### src/rtl/reg_bank_scheduler_if.sv
// Write-port bundle between the three register-file writers (ALU, load unit, CSR)
// and the bank scheduler, plus the scheduler's registered write/clear outputs.
interface reg_bank_scheduler_if #(
  parameter int DATA_W = 32,
  parameter int ADDR_W = 5
);
  logic [2:0]        req;
  logic [ADDR_W-1:0] addr0;
  logic [ADDR_W-1:0] addr1;
  logic [ADDR_W-1:0] addr2;
  logic [DATA_W-1:0] data0;
  logic [DATA_W-1:0] data1;
  logic [DATA_W-1:0] data2;
  logic              clr_all;
  logic [2:0]        gnt;
  logic              wr_en;
  logic              wr_clear;
  logic [ADDR_W-1:0] wr_addr;
  logic [DATA_W-1:0] wr_data;
  logic              busy;
  logic              sweep_done;

  modport master (
    output req, addr0, addr1, addr2, data0, data1, data2, clr_all,
    input  gnt, wr_en, wr_clear, wr_addr, wr_data, busy, sweep_done
  );

  modport slave (
    input  req, addr0, addr1, addr2, data0, data1, data2, clr_all,
    output gnt, wr_en, wr_clear, wr_addr, wr_data, busy, sweep_done
  );
endinterface

### src/rtl/reg_bank_scheduler.sv
// Round-robin write-port scheduler for a register bank with a clear-all sweep.
// Every output is a flop; the sweep walks registers 1..2^ADDR_W-1, one per cycle.
module reg_bank_scheduler #(
  parameter int DATA_W = 32,
  parameter int ADDR_W = 5
) (
  input  logic                 clk,
  input  logic                 clearN,
  reg_bank_scheduler_if.slave  bus
);

  typedef enum logic [1:0] {IDLE, SWEEP, DONE} state_t;

  state_t            state_q, state_d;
  logic [ADDR_W-1:0] cnt_q, cnt_d;
  logic [1:0]        ptr_q, ptr_d;
  logic [2:0]        gnt_q, gnt_d;
  logic              wr_en_q, wr_en_d;
  logic              wr_clear_q, wr_clear_d;
  logic [ADDR_W-1:0] wr_addr_q, wr_addr_d;
  logic [DATA_W-1:0] wr_data_q, wr_data_d;
  logic              busy_q, busy_d;
  logic              sweep_done_q, sweep_done_d;

  logic [ADDR_W-1:0] addr_arr [3];
  logic [DATA_W-1:0] data_arr [3];
  logic [2:0]        elig;
  logic [1:0]        sel;
  logic [1:0]        cand;
  logic              found;

  function automatic logic [1:0] nxt(input logic [1:0] i);
    return (i >= 2'd2) ? 2'd0 : i + 2'd1;
  endfunction

  assign addr_arr[0] = bus.addr0;
  assign addr_arr[1] = bus.addr1;
  assign addr_arr[2] = bus.addr2;
  assign data_arr[0] = bus.data0;
  assign data_arr[1] = bus.data1;
  assign data_arr[2] = bus.data2;

  // A requester still showing its grant this cycle is the same request, not a new one.
  assign elig = bus.req & ~gnt_q;

  always_comb begin
    found = 1'b0;
    sel   = ptr_q;
    cand  = ptr_q;
    for (int k = 0; k < 3; k++) begin
      cand = nxt(cand);
      if (!found && elig[cand]) begin
        found = 1'b1;
        sel   = cand;
      end
    end
  end

  always_comb begin
    state_d      = state_q;
    cnt_d        = cnt_q;
    ptr_d        = ptr_q;
    gnt_d        = 3'b000;
    wr_en_d      = 1'b0;
    wr_clear_d   = 1'b0;
    wr_addr_d    = wr_addr_q;
    wr_data_d    = wr_data_q;
    busy_d       = 1'b0;
    sweep_done_d = 1'b0;
    case (state_q)
      IDLE: begin
        if (bus.clr_all) begin
          state_d = SWEEP;
          cnt_d   = ADDR_W'(1);
        end else if (found) begin
          gnt_d     = 3'b001 << sel;
          wr_addr_d = addr_arr[sel];
          wr_data_d = data_arr[sel];
          wr_en_d   = |addr_arr[sel];
          ptr_d     = sel;
        end
      end
      SWEEP: begin
        wr_clear_d = 1'b1;
        busy_d     = 1'b1;
        wr_addr_d  = cnt_q;
        wr_data_d  = '0;
        cnt_d      = cnt_q + 1'b1;
        if (&cnt_q) state_d = DONE;
      end
      DONE: begin
        sweep_done_d = 1'b1;
        state_d      = IDLE;
      end
      default: state_d = IDLE;
    endcase
  end

  always_ff @(posedge clk or negedge clearN) begin
    if (!clearN) begin
      state_q      <= IDLE;
      cnt_q        <= ADDR_W'(1);
      ptr_q        <= 2'd2;
      gnt_q        <= 3'b000;
      wr_en_q      <= 1'b0;
      wr_clear_q   <= 1'b0;
      wr_addr_q    <= '0;
      wr_data_q    <= '0;
      busy_q       <= 1'b0;
      sweep_done_q <= 1'b0;
    end else begin
      state_q      <= state_d;
      cnt_q        <= cnt_d;
      ptr_q        <= ptr_d;
      gnt_q        <= gnt_d;
      wr_en_q      <= wr_en_d;
      wr_clear_q   <= wr_clear_d;
      wr_addr_q    <= wr_addr_d;
      wr_data_q    <= wr_data_d;
      busy_q       <= busy_d;
      sweep_done_q <= sweep_done_d;
    end
  end

  assign bus.gnt        = gnt_q;
  assign bus.wr_en      = wr_en_q;
  assign bus.wr_clear   = wr_clear_q;
  assign bus.wr_addr    = wr_addr_q;
  assign bus.wr_data    = wr_data_q;
  assign bus.busy       = busy_q;
  assign bus.sweep_done = sweep_done_q;

endmodule

### src/flat_wrapper.sv
// flat-port wrapper written by rule: the top's interface ports become plain ports
module reg_bank_scheduler_flat 
#(
  parameter int DATA_W = 32,
  parameter int ADDR_W = 5
)
  (clk, clearN, bus_req, bus_addr0, bus_addr1, bus_addr2, bus_data0, bus_data1, bus_data2, bus_clr_all, bus_gnt, bus_wr_en, bus_wr_clear, bus_wr_addr, bus_wr_data, bus_busy, bus_sweep_done);
  reg_bank_scheduler_if #(.DATA_W(DATA_W), .ADDR_W(ADDR_W)) bus_i ();
  input  logic clk;
  input  logic clearN;
  input wire logic [$bits(bus_i.req)-1:0] bus_req;
  input wire logic [$bits(bus_i.addr0)-1:0] bus_addr0;
  input wire logic [$bits(bus_i.addr1)-1:0] bus_addr1;
  input wire logic [$bits(bus_i.addr2)-1:0] bus_addr2;
  input wire logic [$bits(bus_i.data0)-1:0] bus_data0;
  input wire logic [$bits(bus_i.data1)-1:0] bus_data1;
  input wire logic [$bits(bus_i.data2)-1:0] bus_data2;
  input wire logic [$bits(bus_i.clr_all)-1:0] bus_clr_all;
  output wire logic [$bits(bus_i.gnt)-1:0] bus_gnt;
  output wire logic [$bits(bus_i.wr_en)-1:0] bus_wr_en;
  output wire logic [$bits(bus_i.wr_clear)-1:0] bus_wr_clear;
  output wire logic [$bits(bus_i.wr_addr)-1:0] bus_wr_addr;
  output wire logic [$bits(bus_i.wr_data)-1:0] bus_wr_data;
  output wire logic [$bits(bus_i.busy)-1:0] bus_busy;
  output wire logic [$bits(bus_i.sweep_done)-1:0] bus_sweep_done;
  assign bus_i.req = bus_req;
  assign bus_i.addr0 = bus_addr0;
  assign bus_i.addr1 = bus_addr1;
  assign bus_i.addr2 = bus_addr2;
  assign bus_i.data0 = bus_data0;
  assign bus_i.data1 = bus_data1;
  assign bus_i.data2 = bus_data2;
  assign bus_i.clr_all = bus_clr_all;
  assign bus_gnt = bus_i.gnt;
  assign bus_wr_en = bus_i.wr_en;
  assign bus_wr_clear = bus_i.wr_clear;
  assign bus_wr_addr = bus_i.wr_addr;
  assign bus_wr_data = bus_i.wr_data;
  assign bus_busy = bus_i.busy;
  assign bus_sweep_done = bus_i.sweep_done;
  reg_bank_scheduler #(.DATA_W(DATA_W), .ADDR_W(ADDR_W)) u_core (.clk(clk), .clearN(clearN), .bus(bus_i));
endmodule
### config.mk
export PLATFORM = sky130hd
export DESIGN_NAME = reg_bank_scheduler_flat
export DESIGN_NICKNAME = d
export VERILOG_FILES = /design/src/rtl/reg_bank_scheduler_if.sv /design/src/rtl/reg_bank_scheduler.sv /design/src/flat_wrapper.sv
export SDC_FILE = /design/constraint.sdc
export NUM_CORES = 1
export LEC_CHECK = 0
export BUFFER_PORTS_ARGS = -buffer_cell sky130_fd_sc_hd__buf_2
export CAP_MARGIN = 20
export CORE_MARGIN = 8
export CORE_UTILIZATION = 25
export DETAILED_ROUTE_END_ITERATION = 8
export GPL_ROUTABILITY_DRIVEN = 1
export GPL_TIMING_DRIVEN = 1
export PLACE_DENSITY = 0.62
export SLEW_MARGIN = 20
export SYNTH_ARGS = -nofsm -noshare
export SYNTH_HDL_FRONTEND = slang
export SYNTH_SLANG_ARGS = --single-unit
export TNS_END_PERCENT = 50
### constraint.sdc
create_clock -name clk -period 2.2 [get_ports clk]
set_input_delay 0.33 -clock clk [delete_from_list [all_inputs] [get_ports clk]]
set_output_delay 0.33 -clock clk [all_outputs]
set_load 0.005 [all_outputs]
==> flow_metrics.py <==
metrics = {
    "floorplanning": {
        "die_h_microns": 115,
        "ios": 161,
        "die_w_microns": 115,
        "dieArea_sq_um": 13300,
        "core_area_sq_um": 9680,
        "num_rows": 36,
        "start_util_pct": 25.5,
    },
    "setup_path": {
        "worst-setup-path-type": "register to register",
        "cp.arrival_ns": 2.29,
        "critical-path-max-stage-delay_ns": 0.44,
        "critical_path.n_buffers_inverters": 1,
        "cp.required_ns": 2.40,
        "rr_worst_depth": 7,
        "end_kind": "register",
        "r2r_setup_slack_ns": 0.11,
        "cp_cell_sequence": "or3b_1 > a32oi_4 > buf_12 > mux2i_1 > o2bb2ai_1 > nor2b_1 > a221o_1",
        "startpoint": "u_core.ptr_q[0]$_DFFE_PN0P_",
        "critPathLaunchType": "register",
        "path_max_fanout": 8,
        "critical_path.top_delay_family": "compound AO/OA/AOI/OAI gates",
        "timing.rr.end": "u_core.bus.wr_addr[3]$_DFFE_PN0P_",
        "worstReg2RegStart": "u_core.ptr_q[0]$_DFFE_PN0P_",
        "cpMaxStageDelayCell": "dfrtp_1",
    },
    "sta": {
        "hold_slack_ns": -0.00531,
        "skew_ns": 0.00976,
        "timing.setup.tns_ns": 0,
        "finalSetupViolations": 0,
        "fin_crit_sh_pct": 94.8,
        "rsz0062_at_grt": "false",
        "slew_viol_final": 0,
        "fin_crit_ns": 2.09,
        "hold_viol_final": 5,
        "maxSlewHeadroom_pct": 35.6,
        "worst_pin_slew_ns": 0.963,
        "max_freq_ghz": 0.480,
    },
    "hold_path": {
        "hold_class": "input pin to async pin",
    },
    "clock_tree": {
        "cts.path.max_buffers": 2,
        "ctsResizeCount": 0,
        "cts-hold-fix-buffers": 0,
        "cts_tree": "built",
        "cts-buffers-inserted": 5,
        "root_buffer": "clkbuf_8",
        "post_cts_buffers": 0,
        "htree_num_levels": 2,
        "clk_latency_ns": 0.31,
        "clock-sinks": 52,
        "clk_pin_slew_ns": 0.11,
    },
    "logic_synthesis": {
        "syn_nets": 317,
        "ys_warn_count": 0,
        "synth.distinct_cells": 38,
        "synth_top_area_share_pct": 50.7,
        "yosysTopAreaCell": "dfrtp_1",
        "synthTopCellsByArea": "dfrtp_1 (51%), a221o_1 (13%), a22o_1 (13%)",
        "synth_commonest_cells": "dfrtp_1 (50), a22o_1 (36), a221o_1 (33), clkbuf_1 (8), mux2i_1 (7)",
        "ys_seq_elements": 52,
        "netlist_instances": 198,
        "avgSynthCellArea_sq_um": 12.5,
        "ys_seq_area_share_pct": 52.8,
        "netlist_area_sq_um": 2470,
        "synth_edf_count": 0,
        "synth_flop_cell": "dfrtp_1",
        "async_flop_share_pct": 100,
        "yosysMostFrequentCell": "dfrtp_1",
    },
    "routing": {
        "drtPass1Iterations": 4,
        "routedWlPerCell_microns": 17.6,
        "num_vias": 2397,
        "wl_microns": 8700,
        "drt_iter0_markers": 109,
        "viasPerCell": 4.85,
        "drc": 0,
        "ant_nets": 0,
    },
    "global_routing": {
        "grt_pass1_vias": 2589,
        "gr-total-overflow": 0,
        "grt_use_total_pct": 12.7,
        "antenna_found_initial": 0,
        "grt_pass1_wl_microns": 13300,
        "grt_max_degree": 53,
    },
    "final_layout": {
        "diodes": 0,
        "nNetsFinal": 479,
        "drive_above_1_share_pct": 51.8,
        "fin_cells": 494,
        "area_growth_pct": 46.3,
        "fin_util_pct": 37.3,
        "finalInstanceArea_sq_um": 3610,
    },
    "place": {
        "portBuffers": 160,
        "dp.cells": 485,
        "place_area_sq_um": 3500,
        "gp_congestion": 0.773,
        "dp.final_hpwl_microns": 6820,
    },
    "power": {
        "p_leak_nw": 1.94,
        "power_w": 0.00291,
        "peakVddDrop_mv": 0.288,
        "cellPowerDensity_nw_per_um2": 805,
    },
    "status": {
        "status": "finished with violations",
        "violations": "hold timing",
    },
    "flow_run": {
        "cap_violations": 0,
    },
}
==> registers in the layout, summed over array words and instances, names as in the netlist <==
name and flops:
u_core.bus.wr_en 1, u_core.ptr_q 2, u_core.bus.wr_data 32, u_core.bus.wr_clear 1, u_core.state_q 2, u_core.bus.gnt 3, u_core.cnt_q 5, u_core.bus.wr_addr 5
u_core.bus.sweep_done 1
==> through the flow <==
step,hold WS (ns),setup slack (ns)
detailed placement,0.349,0.0693
finish,-0.00531,0.115
floorplan,0.0344,0.311
CTS,0.000842,0.0334
global route,0.0144,0.0328
global placement,0.347,0.101
==> power breakdown <==
part           internal [W]  switching [W]  leakage [nW]
Sequential          0.00116       0.000161         0.690
Clock              0.000234       0.000345        0.0463
Combinational      0.000523       0.000483          1.20
==> per-layer routing <==
layer	part of all wire [%]	up-vias	global-route usage, %	wire, microns
li1	-	1132	-	-
met1	42	1180	14.7	3650
met2	51	83	22.2	4480
met3	6.3	2	3.89	547
met4	0.33	0	3.06	29
met5	0	-	0	0
==> layout by cell type (no fill, tap or decap), types with 3 or more instances in the layout <==
cell        n
nor2b_1     3
dfrtp_1    50
a221o_1    33
nand3_1     3
a22o_1     36
a22oi_1     3
nand2b_1    4
nand2_1     3
o21ai_0     3
a21oi_1     4
buf_4       6
nor2_1      5
buf_2     160
buf_12      4
mux2i_1     7
clkbuf_8    5
==> area by class of cell <==
cell class | count | area (sq um)
inverters | 1 | 3.75
clock inverters | 3 | 27.5
multi-input cells | 130 | 1120
repair buffers | 170 | 926
clock buffers | 5 | 68.8
well taps | 133 | 166
flip-flops and latches | 52 | 1300
fillers | 990 | 6070
==> worst max-delay path by stage <==
stage / to / slack [ns] / depth (start not counted)
floorplan: u_core.bus.wr_addr[3]$_DFFE_PN0P_ / 0.31 / 6
global placement: u_core.bus.wr_data[1]$_DFFE_PN0P_ / 0.10 / 7
detailed placement: u_core.bus.wr_data[31]$_DFFE_PN0P_ / 0.07 / 7
CTS: u_core.bus.wr_data[31]$_DFFE_PN0P_ / 0.03 / 6
global route: u_core.bus.wr_data[31]$_DFFE_PN0P_ / 0.03 / 6
finish: u_core.bus.wr_addr[3]$_DFFE_PN0P_ / 0.11 / 7
==> cell families after synthesis <==
family,count (synthesis),synth area share [%]
AOI/OAI and AO/OA,93,34.1
adders and majority gates,2,1.01
buffers and inverters,16,2.84
DFF,52,52.8
muxes,8,3.29
and+or+nand+nor,27,5.93
Note: power is estimated with default switching activity, not from simulation.
